==> config.mk <==
export PLATFORM = sky130hd
export DESIGN_NAME = mic1_uart_io
export DESIGN_NICKNAME = d
export VERILOG_FILES = /design/src/rtl/mic1_uart_io.sv
export SDC_FILE = /design/constraint.sdc
export NUM_CORES = 1
export LEC_CHECK = 0
export CAP_MARGIN = 15
export CORE_AREA = 2 2 149 223
export DETAILED_ROUTE_END_ITERATION = 12
export DIE_AREA = 0 0 151 225
export PLACE_DENSITY = 0.61
export SETUP_SLACK_MARGIN = 0.2
export SYNTH_ARGS = -nofsm -noshare
export SYNTH_HDL_FRONTEND = slang
export SYNTH_SLANG_ARGS = --single-unit
==> constraint.sdc <==
create_clock -name clk -period 6.5 [get_ports clk]
set_input_delay 1.3 -clock clk [delete_from_list [all_inputs] [get_ports clk]]
set_output_delay 1.3 -clock clk [all_outputs]
set_load 0.02 [all_outputs]
==> src/rtl/mic1_uart_io.sv <==
// Memory-mapped 8N1 UART for the Mic-1 data port: one byte register at IO_ADDR,
// reads pop the RX FIFO (0x00 when empty), writes push the TX FIFO.
module mic1_uart_io #(
    parameter int unsigned CLK_FREQ   = 50_000_000,
    parameter int unsigned BAUD       = 115_200,
    parameter int unsigned FIFO_DEPTH = 16,
    parameter logic [31:0] IO_ADDR    = 32'hFFFFFFFD
) (
    input  logic        clk,
    input  logic        reset,
    input  logic [31:0] mem_addr,
    input  logic        mem_read,
    input  logic        mem_write,
    input  logic [31:0] mem_wdata,
    output logic [31:0] io_rdata,
    output logic        io_sel,
    input  logic        ser_rx,
    output logic        ser_tx,
    output logic        rx_overflow,
    output logic        rx_frame_err,
    output logic        tx_overflow,
    output logic        tx_busy
);
    localparam int unsigned DIV = CLK_FREQ / BAUD;
    localparam int unsigned CW  = $clog2(DIV);
    localparam int unsigned AW  = $clog2(FIFO_DEPTH);
    localparam int unsigned PW  = AW + 1;
    localparam logic [CW-1:0] DIV_M1  = CW'(DIV - 1);
    localparam logic [CW-1:0] HALF_M1 = CW'(DIV / 2 - 1);

    typedef enum logic [2:0] {RX_IDLE, RX_START, RX_DATA, RX_STOP, RX_WAIT} rx_state_t;
    typedef enum logic [1:0] {TX_IDLE, TX_START, TX_DATA, TX_STOP} tx_state_t;

    rx_state_t     rx_state_q, rx_state_d;
    tx_state_t     tx_state_q, tx_state_d;
    logic [CW-1:0] rx_cnt_q, rx_cnt_d, tx_cnt_q, tx_cnt_d;
    logic [2:0]    rx_bit_q, rx_bit_d, tx_bit_q, tx_bit_d;
    logic [7:0]    rx_sh_q, rx_sh_d, tx_sh_q, tx_sh_d;
    logic          rx_s1_q, rx_s_q;
    logic [PW-1:0] rx_wp_q, rx_rp_q, tx_wp_q, tx_rp_q, tx_wp_d, tx_rp_d;
    logic [7:0]    rx_mem_q [FIFO_DEPTH];
    logic [7:0]    tx_mem_q [FIFO_DEPTH];
    logic          ser_tx_q, ser_tx_d, tx_busy_q, tx_busy_d;
    logic          io_sel_q;
    logic [31:0]   io_rdata_q;
    logic          rx_ovf_q, rx_ferr_q, tx_ovf_q;
    logic          rx_push_req, rx_ferr_set, tx_pop;
    logic          wdata_unused;

    wire hit_rd   = mem_read  && (mem_addr == IO_ADDR);
    wire hit_wr   = mem_write && (mem_addr == IO_ADDR);
    wire rx_empty = (rx_wp_q == rx_rp_q);
    wire rx_full  = (rx_wp_q[AW] != rx_rp_q[AW]) && (rx_wp_q[AW-1:0] == rx_rp_q[AW-1:0]);
    wire tx_empty = (tx_wp_q == tx_rp_q);
    wire tx_full  = (tx_wp_q[AW] != tx_rp_q[AW]) && (tx_wp_q[AW-1:0] == tx_rp_q[AW-1:0]);
    wire rx_pop   = hit_rd && !rx_empty;
    // A same-cycle pop frees the slot the incoming byte needs.
    wire rx_push  = rx_push_req && (!rx_full || rx_pop);
    wire tx_push  = hit_wr && !tx_full;

    assign wdata_unused = ^mem_wdata[31:8];

    // RX next-state: mid-bit sampling driven by a down-counter.
    always_comb begin
        rx_state_d  = rx_state_q;
        rx_cnt_d    = rx_cnt_q;
        rx_bit_d    = rx_bit_q;
        rx_sh_d     = rx_sh_q;
        rx_push_req = 1'b0;
        rx_ferr_set = 1'b0;
        case (rx_state_q)
            RX_IDLE: if (!rx_s_q) begin
                rx_state_d = RX_START;
                rx_cnt_d   = HALF_M1;
            end
            RX_START: if (rx_cnt_q == '0) begin
                rx_state_d = rx_s_q ? RX_IDLE : RX_DATA;
                rx_cnt_d   = DIV_M1;
                rx_bit_d   = 3'd0;
            end else rx_cnt_d = rx_cnt_q - CW'(1);
            RX_DATA: if (rx_cnt_q == '0) begin
                rx_sh_d  = {rx_s_q, rx_sh_q[7:1]};
                rx_cnt_d = DIV_M1;
                if (rx_bit_q == 3'd7) rx_state_d = RX_STOP;
                else                  rx_bit_d   = rx_bit_q + 3'd1;
            end else rx_cnt_d = rx_cnt_q - CW'(1);
            RX_STOP: if (rx_cnt_q == '0) begin
                if (rx_s_q) begin
                    rx_push_req = 1'b1;
                    rx_state_d  = RX_IDLE;
                end else begin
                    rx_ferr_set = 1'b1;
                    rx_state_d  = RX_WAIT;
                end
            end else rx_cnt_d = rx_cnt_q - CW'(1);
            RX_WAIT: if (rx_s_q) rx_state_d = RX_IDLE;
            default: rx_state_d = RX_IDLE;
        endcase
    end

    // TX next-state: the end of a stop bit chains straight into the next start bit.
    always_comb begin
        tx_state_d = tx_state_q;
        tx_cnt_d   = tx_cnt_q;
        tx_bit_d   = tx_bit_q;
        tx_sh_d    = tx_sh_q;
        ser_tx_d   = ser_tx_q;
        tx_pop     = 1'b0;
        case (tx_state_q)
            TX_IDLE: if (!tx_empty) begin
                tx_pop     = 1'b1;
                tx_sh_d    = tx_mem_q[tx_rp_q[AW-1:0]];
                tx_state_d = TX_START;
                tx_cnt_d   = DIV_M1;
                ser_tx_d   = 1'b0;
            end
            TX_START: if (tx_cnt_q == '0) begin
                tx_state_d = TX_DATA;
                tx_cnt_d   = DIV_M1;
                tx_bit_d   = 3'd0;
                ser_tx_d   = tx_sh_q[0];
            end else tx_cnt_d = tx_cnt_q - CW'(1);
            TX_DATA: if (tx_cnt_q == '0) begin
                tx_cnt_d = DIV_M1;
                if (tx_bit_q == 3'd7) begin
                    tx_state_d = TX_STOP;
                    ser_tx_d   = 1'b1;
                end else begin
                    tx_bit_d = tx_bit_q + 3'd1;
                    tx_sh_d  = {1'b1, tx_sh_q[7:1]};
                    ser_tx_d = tx_sh_q[1];
                end
            end else tx_cnt_d = tx_cnt_q - CW'(1);
            TX_STOP: if (tx_cnt_q == '0) begin
                if (!tx_empty) begin
                    tx_pop     = 1'b1;
                    tx_sh_d    = tx_mem_q[tx_rp_q[AW-1:0]];
                    tx_state_d = TX_START;
                    tx_cnt_d   = DIV_M1;
                    ser_tx_d   = 1'b0;
                end else tx_state_d = TX_IDLE;
            end else tx_cnt_d = tx_cnt_q - CW'(1);
            default: tx_state_d = TX_IDLE;
        endcase
        tx_wp_d   = tx_wp_q + PW'(tx_push);
        tx_rp_d   = tx_rp_q + PW'(tx_pop);
        tx_busy_d = (tx_state_d != TX_IDLE) || (tx_wp_d != tx_rp_d);
    end

    always_ff @(posedge clk) begin
        if (reset) begin
            rx_s1_q    <= 1'b1;
            rx_s_q     <= 1'b1;
            rx_state_q <= RX_IDLE;
            rx_cnt_q   <= '0;
            rx_bit_q   <= '0;
            rx_sh_q    <= '0;
            rx_wp_q    <= '0;
            rx_rp_q    <= '0;
            tx_state_q <= TX_IDLE;
            tx_cnt_q   <= '0;
            tx_bit_q   <= '0;
            tx_sh_q    <= '0;
            tx_wp_q    <= '0;
            tx_rp_q    <= '0;
            ser_tx_q   <= 1'b1;
            tx_busy_q  <= 1'b0;
            io_sel_q   <= 1'b0;
            io_rdata_q <= '0;
            rx_ovf_q   <= 1'b0;
            rx_ferr_q  <= 1'b0;
            tx_ovf_q   <= 1'b0;
        end else begin
            rx_s1_q    <= ser_rx;
            rx_s_q     <= rx_s1_q;
            rx_state_q <= rx_state_d;
            rx_cnt_q   <= rx_cnt_d;
            rx_bit_q   <= rx_bit_d;
            rx_sh_q    <= rx_sh_d;
            rx_wp_q    <= rx_wp_q + PW'(rx_push);
            rx_rp_q    <= rx_rp_q + PW'(rx_pop);
            tx_state_q <= tx_state_d;
            tx_cnt_q   <= tx_cnt_d;
            tx_bit_q   <= tx_bit_d;
            tx_sh_q    <= tx_sh_d;
            tx_wp_q    <= tx_wp_d;
            tx_rp_q    <= tx_rp_d;
            ser_tx_q   <= ser_tx_d;
            tx_busy_q  <= tx_busy_d;
            io_sel_q   <= hit_rd;
            if (hit_rd)
                io_rdata_q <= rx_empty ? 32'h0 : {24'h0, rx_mem_q[rx_rp_q[AW-1:0]]};
            if (rx_push_req && rx_full && !rx_pop) rx_ovf_q <= 1'b1;
            if (rx_ferr_set)                       rx_ferr_q <= 1'b1;
            if (hit_wr && tx_full)                 tx_ovf_q <= 1'b1;
        end
    end

    // FIFO storage carries no reset; the pointers define validity.
    always_ff @(posedge clk) begin
        if (rx_push) rx_mem_q[rx_wp_q[AW-1:0]] <= rx_sh_q;
        if (tx_push) tx_mem_q[tx_wp_q[AW-1:0]] <= mem_wdata[7:0];
    end

    assign io_rdata     = io_rdata_q;
    assign io_sel       = io_sel_q;
    assign ser_tx       = ser_tx_q;
    assign rx_overflow  = rx_ovf_q;
    assign rx_frame_err = rx_ferr_q;
    assign tx_overflow  = tx_ovf_q;
    assign tx_busy      = tx_busy_q;
endmodule

# Word-level counts from Yosys, hierarchy flattened
# Memories as Yosys holds them, arrays and structs flattened. A register that Yosys moved wholly into a read port is not among the register bits.
# Index checks and enable logic that the tools add are counted.
# word_totals
reg_bits	105
latchBits	0
ramBits	256
rom_bits	0
inputBits	69
out_inout_bits	38
word_cells	153
memories	2
# memory_table
name	words	width	rd	rd_ports_with_merged_regs	wr	line	rtl
rx_mem_q	16	8	1	1	1	41	logic [7:0] rx_mem_q [FIFO_DEPTH];
tx_mem_q	16	8	1	1	1	42	logic [7:0] tx_mem_q [FIFO_DEPTH];
# classes
n_addsub	8
multipliers	0
div_mod_pow	0
magnitude_cmp	0
eq_ne	29
n_shift	0
muxes	59
bitwise	0
n_reduce_logical	34
# op_table
operator	count
9-bit two-way mux	6
9-bit case mux with 3 select lines	2
8-bit two-way mux	5
3-bit two-way mux	13
32-bit == test, second input constant	1
2-bit inequality test, second input constant	12
8-bit case mux with 3 select lines	1
5-bit by 1-bit adder with 5-bit output	4
9-bit zero test	2
1-bit two-way mux	18
9-bit by 1-bit subtractor with 9-bit output, second input constant	2
3-bit case mux with 5 select lines	1
2-bit two-way mux	6
3-bit case mux with 2 select lines	2
4-bit AND reduction	3
5-bit == test	2
1-bit logical AND	10
3-bit == test, second input constant	3
4-bit == test	2
4-bit two-way mux	2
2-bit case mux with 4 select lines	1
3-bit by 1-bit adder with 3-bit output, second input constant	2
3-bit by 2-bit == test with 1-bit output, second input constant	2
3-bit AND reduction	2
other kinds (16)	26

# Longest topological paths before layout
# Gate-level depths: netlist of run 1.
# logic_depth
word_depth	7
ltp_mapped	12
mapped_depth_nobuf	12

# Worst setup path after synthesis of run 1
# OpenSTA, ideal clock, no wires.
# synth_path
path_kind	in2reg
start	input mem_addr[1]
end	memory tx_mem_q[4][0], enable pin
setup_time_ns	0.398
arrival_time_ns	3.250
required_time_ns	6.102
slack_ns	2.852
stages	4
path_buffers	0
path_cell_list	nand4b_1 > nor4_1 > o2111a_1 > nor4b_1
# synth_between
elab_chain_cells	5
# synth_rtl
element	line	rtl
start: declaration	11	input logic [31:0] mem_addr,
32-bit == test	51	wire hit_wr = mem_write && (mem_addr == IO_ADDR);
1-bit logical AND	51	
1-bit logical AND	59	wire tx_push = hit_wr && !tx_full;
1-bit two-way mux	202	if (tx_push) tx_mem_q[tx_wp_q[AW-1:0]] <= mem_wdata[7:0];
1-bit two-way mux (not written as such)	202	
end: declaration	42	
# No other way between the ends.

# Final worst setup path of run 1
# layout_path
start	input mem_addr[31]
end	register tx_busy_q (netlist: tx_busy)
# layout_between
elab_chain_cells	6
# layout_rtl
element	line	rtl
32-bit == test	51	
1-bit logical AND	51	
1-bit logical AND	59	
5-bit by 1-bit adder with 5-bit output	145	tx_wp_d = tx_wp_q + PW'(tx_push);
5-bit inequality test	147	tx_busy_d = (tx_state_d != TX_IDLE) || (tx_wp_d != tx_rp_d);
1-bit logical OR	147	
end signal: assignment	189	tx_busy_q <= tx_busy_d;
end: declaration	43	logic ser_tx_q, ser_tx_d, tx_busy_q, tx_busy_d;
# No other way between the ends.
# A chain may end at the register's enable or synchronous reset.

==> results of run 1 <==
## report_power, final
part / internal (W) / total, W / switching, W
registers: 0.00234 / 0.00238 / 0.0000401
logic: 0.000230 / 0.000574 / 0.000344
clock network: 0.00111 / 0.00190 / 0.000791
total: 0.00368 / 0.00486 / 0.00118
## how the worst max path moves through the flow
stage / startpoint / to / cells after the start
after detailed placement: mem_addr[31] / rx_mem_q[3][6] / 7
after global routing: mem_addr[31] / tx_busy / 12
after CTS: mem_addr[31] / tx_busy / 12
final: mem_addr[31] / tx_busy / 12
after floorplan: mem_addr[1] / tx_mem_q[4][0] / 4
after global placement: mem_addr[31] / tx_busy / 12
## cells by family (layout without fill, tap and decap cells)
group | Yosys count | count (layout) | synth area share
adder cells (fa/ha/maj) | 20 | 20 | 0.0176
buffers and inverters | 92 | 156 | 0.0322
other | 1 | 24 | 0.000264
flip-flops | 337 | 337 | 0.654
AO/OA/AOI/OAI | 124 | 124 | 0.0567
AND/OR/NAND/NOR | 247 | 247 | 0.0930
XOR/XNOR | 30 | 30 | 0.0185
multiplexers | 98 | 98 | 0.127
## worst max-delay path: stages
cell and delay, ns:
clkdlybuf4s50_1 0.55, nand4_1 0.11, nor4_1 0.27, buf_4 0.23
o2111a_1 0.35, ha_1 0.22, ha_1 0.18, nand3_1 0.10
xor2_1 0.20, xor2_1 0.17, nor3_1 0.42, a31oi_1 0.14
## per-layer routing
metal | track usage | up-vias | routed length [um]
met5 | 0 | - | 0
met4 | 0.0585 | 0 | 901
met3 | 0.0298 | 49 | 951
met2 | 0.338 | 130 | 16400
met1 | 0.210 | 3854 | 11500
li1 | - | 3731 | -
## cells in the final DEF (no fill, tap or decap), drive strengths merged, types with 24 or more instances in the layout
cell	synthesis	layout
nor2	81	81
mux4	65	65
inv	22	24
clkbuf	26	46
a21oi	35	35
edfxtp	256	256
o21ai	25	25
clkdlybuf4s50	0	57
dfxtp	81	81
conb	1	24
nand2	39	39
## sequential cells by signal, summed over array words and instances, names as in the netlist, 5 cells and up
| register | flops |
|---|---|
| tx_wp_q | 5 |
| io_rdata | 8 |
| rx_cnt_q | 9 |
| tx_rp_q | 5 |
| tx_sh_q | 8 |
| tx_cnt_q | 9 |
| rx_wp_q | 5 |
| rx_mem_q | 128 |
| rx_sh_q | 8 |
| tx_mem_q | 128 |
| rx_rp_q | 5 |
## final cells by class
cell class	instances	area, sq um
fill	2700	15600
clock buffer	46	916
inverter	22	82.6
multi-input combinational	543	4560
clock inverter	14	160
sequential	337	9310
timing repair buffer	74	696
tap	410	513
## stage by stage
stage,cell area [sq um],utilization,std cells
floorplan,14300,-,972
global placement,15200,0.476,1385
detailed placement,15200,0.476,1385
CTS,16200,0.510,1445
global route,16200,0.510,1446
finish,16200,0.510,1446
## cell usage after synthesis (4+ instances only)
library cell	count	area (sq um)
inv_1	22	82.6
edfxtp_1	256	7690
a211oi_1	9	67.6
nor2_1	80	300
nand2_1	38	143
clkbuf_1	25	93.8
or3_1	10	62.6
dfxtp_1	81	1620
o31ai_1	4	30.0
a21oi_1	35	175
a22o_1	7	61.3
nand3_1	19	95.1
nor4_1	7	43.8
buf_4	26	195
buf_1	7	26.3
xnor2_1	18	158
o21ai_0	23	115
mux4_2	65	1460
nand4_1	10	62.6
nand2b_1	12	75.1
mux2_2	15	169
nor3_1	15	75.1
a31oi_1	4	25.0
a311oi_1	6	52.6
o22ai_1	11	68.8
nor3b_1	6	45.0
xor2_1	12	105
mux2i_1	18	180
nor2b_1	15	93.8
and2_1	4	25.0
or2_2	4	25.0
ha_1	20	250
buf_2	11	55.1
==> impl_results.md, run 1 <==
* Status: completed
* Critical-path maximum fanout at 7
* GP Congestion at 0.795
* Hold path depth at 1
* Die area at 0.0340 sq mm
* Dpl ws at 2.02 ns
* TritonCTS buffer count at 34
* Chip height at 225 um
* CTS tree: yes
* Syn Inst Count at 949
* Clock-pin slew on the worst setup and hold paths at 0.06 ns
* Synth Flop Type: edfxtp_1
* Pwr dens at 299 mW/mm^2
* Starting Density at 0.447
* Fin Setup TNS at 0 ns
* Remaining DRCs at 0
* Synth Area per Inst at 15.0 sq um
* EDFF count, synth at 256
* Largest net degree at the start of global routing at 47
* Mapped Area at 0.0142 sq mm
* Shortest clock period the worst path allows after layout at 3.87 ns
* Count of different cell masters after synthesis at 71
* Arrival time worst endpoint at 4.24 ns
* Clk_lat worst skew at 0.53 ns
* Hold_sp: rx_s1_q
* Root Driver: clkbuf_16
* Vias per cell at 5.37
* Register area share after synthesis at 0.654
* Initial antenna violation count at 0
* FP Rows at 80
* Total number of vias at 7764
* Remaining global-route overflow at 0
* Resize count post-CTS at 0
* First-pass GRT wire length at 46100 um
* Period utilization at 0.595
* Routed WL at 29800 um
* Setup ws final at 2.63 ns
* Endpoints failing setup at 0
* GRT Total Usage at 0.181
* Die X at 151 um
* Share of cells above drive strength 1 at 0.158
* H-tree depth at 2
* Worst slew pin tran at 0.860 ns
* Crit Path Category: primary input to flip-flop
* Cts hold-fix bufs at 0
* Io pins at 107
* Total power at 0.00486 W
* Min-delay worst type: flip-flop to flip-flop
* Hpwl dp at 20000 um
* Router iterations before antenna repair at 5
* Hold path endpoint: rx_s_q
* RSZ-0062 raised after global routing: false
* Iter 0 DRT Violations at 370
* YS warnings at 0
* Port Buffers at 58
* Final hold viol count at 0
* Vias in the first global route at 7924
* Max-cap check violation count at 0
* Reg2reg start: tx_rp_q[2]
* CP Launch Type: primary input
* Post-synth ARST share at 0
* Critical R2R Capture: tx_busy
* Clk sinks at 337
* Slew headroom at 0.425
* Worst vdd ir at 0.000230 V
* Static Leak at 5.34 nW
* CORE AREA at 0.0318 sq mm
* Ant. Diodes at 0
* Reg2reg path depth at 11
* Clock Skew at 0.0199 ns
* WL/cell at 20.6 um
* Fin. max-slew vios at 0
* Routed Antenna Nets at 0
* Required time of the worst setup path at 6.88 ns
* R2r setup slk at 2.98 ns
* Top achievable clock speed at 0.259 GHz
* Crit path capture type: flip-flop
* Clock Tree Buf Depth at 3
* Final #Nets at 1101
* Flops & latches, synth at 337
* Post-CTS setup buffer count at 0
* Area Overhead vs Synth at 14.1%
* Hold WS at 0.418 ns
Note: power is estimated with default switching activity, not from simulation.
==> run 2, diff against run 1 <==
clock period = 3.85 ns   (was 6.5 ns; I/O delays follow)
==> impl_results.md, run 2 (same netlist as run 1, synthesis figures left out) <==
* Clock Skew at 0.0273 ns
* Initial antenna violation count at 0
* Clk sinks at 337
* Reg2reg start: tx_wp_q[2]
* Vias per cell at 5.41
* GP Congestion at 0.804
* Port Buffers at 58
* WL/cell at 20.5 um
* GRT Total Usage at 0.183
* Die X at 151 um
* CTS tree: yes
* Levels on crit path at 12
* Clock-pin slew on the worst setup and hold paths at 0.07 ns
* Router iterations before antenna repair at 5
* Hold_sp: rx_s1_q
* Ant. Diodes at 0
* Remaining global-route overflow at 0
* Slowest CP cell: dfxtp_1
* Total power at 0.00812 W
* Arrival time worst endpoint at 3.53 ns
* RSZ-0062 raised after global routing: false
* Final #Nets at 1132
* Crit path capture type: flip-flop
* Pwr dens at 493 mW/mm^2
* Root Driver: clkbuf_16
* Crit Path Category: flip-flop to flip-flop
* Hold path depth at 1
* Shortest clock period the worst path allows after layout at 3.11 ns
* Remaining DRCs at 0
* Slew headroom at 0.389
* Vias in the first global route at 8149
* Fin. max-slew vios at 0
* Share of cells above drive strength 1 at 0.191
* Min-delay worst type: flip-flop to flip-flop
* Routed WL at 30300 um
* Max-cap check violation count at 0
* Most frequent cells in the layout: edfxtp_1, nor2_1, dfxtp_1, mux4_2, clkdlybuf4s50_1
* Static Leak at 5.52 nW
* Critical Path Max Stage Delay at 0.62 ns
* Largest net degree at the start of global routing at 43
* Worst setup path start: tx_wp_q[2]
* Starting Density at 0.447
* TritonCTS buffer count at 31
* Resize count post-CTS at 0
* Final hold viol count at 0
* Fin Setup TNS at 0 ns
* Reg2reg path depth at 12
* Io pins at 107
* Total number of vias at 7997
* H-tree depth at 1
* Worst vdd ir at 0.000436 V
* First-pass GRT wire length at 46700 um
* Area Overhead vs Synth at 15.9%
* Endpoints failing setup at 0
* Status: completed
* Clock Tree Buf Depth at 3
* Routed Antenna Nets at 0
* CP Launch Type: flip-flop
* Required time of the worst setup path at 4.27 ns
* Crit path buffers/inverters at 1
* Top achievable clock speed at 0.321 GHz
* CP top delay family: simple AND/OR/NAND/NOR gates
* FP Rows at 80
* Critical path, cell by cell: xnor2_1 -> and4_1 -> and2_1 -> nor3_1 -> ha_1 -> ha_1 -> nand3_1 -> xor2_1 -> xor2_1 -> nor3_1 -> buf_4 -> a31oi_1
* CORE AREA at 0.0318 sq mm
* Cts hold-fix bufs at 0
* Worst slew pin tran at 0.912 ns
* Hold WS at 0.429 ns
* Critical-path maximum fanout at 12
* Clk_lat worst skew at 0.58 ns
* Period utilization at 0.809
* Iter 0 DRT Violations at 430
* Chip height at 225 um
* Filler cells at 2662
* Die area at 0.0340 sq mm
* Hpwl dp at 20900 um
* Post-CTS setup buffer count at 0
* Most common cell after layout, fill and taps aside: edfxtp_1
## run 2: worst paths after layout
check | to | slack, ns
max | tx_busy | 0.74
min | rx_s_q | 0.43
max reg2reg | tx_busy | 0.74
min reg2reg | rx_s_q | 0.43
## run 2: worst register-to-register path, stage by stage (launching register included)
cell     delay (ns)
dfxtp_1        0.62
xnor2_1        0.15
and4_1         0.31
and2_1         0.25
nor3_1         0.32
ha_1           0.25
ha_1           0.19
nand3_1        0.11
xor2_1         0.19
xor2_1         0.15
nor3_1         0.20
buf_4          0.16
a31oi_1        0.08
## run 2: final cells by class
| type | count | area [sq um] | area share |
|---|---|---|---|
| flip-flops and latches | 337 | 9310 | 0.565 |
| multi-input cells | 543 | 4560 | 0.276 |
| repair buffers | 108 | 963 | 0.0584 |
| clock buffers | 40 | 902 | 0.0547 |
| well taps | 410 | 513 | 0.0311 |
| clock inverters | 18 | 156 | 0.00949 |
| inverters | 22 | 82.6 | 0.00501 |
## run 2: layer usage
metal / GRT usage / part of all wire / wire, um
met5: 0 / 0 / 0
met4: 0.0528 / 0.022 / 678
met3: 0.0239 / 0.033 / 998
met2: 0.354 / 0.56 / 17100
met1: 0.206 / 0.38 / 11500
## run 2: report_power, final
part	total, W	internal [W]	switching, W
sequential	0.00401	0.00394	0.0000678
combinational	0.000987	0.000399	0.000588
clock	0.00312	0.00179	0.00133
## run 2: through the flow
stage               instances  cell area [sq um]  utilization  setup WS [ns]
floorplan                 972              14300            -          0.732
global placement         1420              15400        0.485          0.233
detailed placement       1420              15400        0.485          0.260
CTS                      1478              16500        0.518          0.693
global route             1478              16500        0.518          0.448
finish                   1478              16500        0.518          0.736
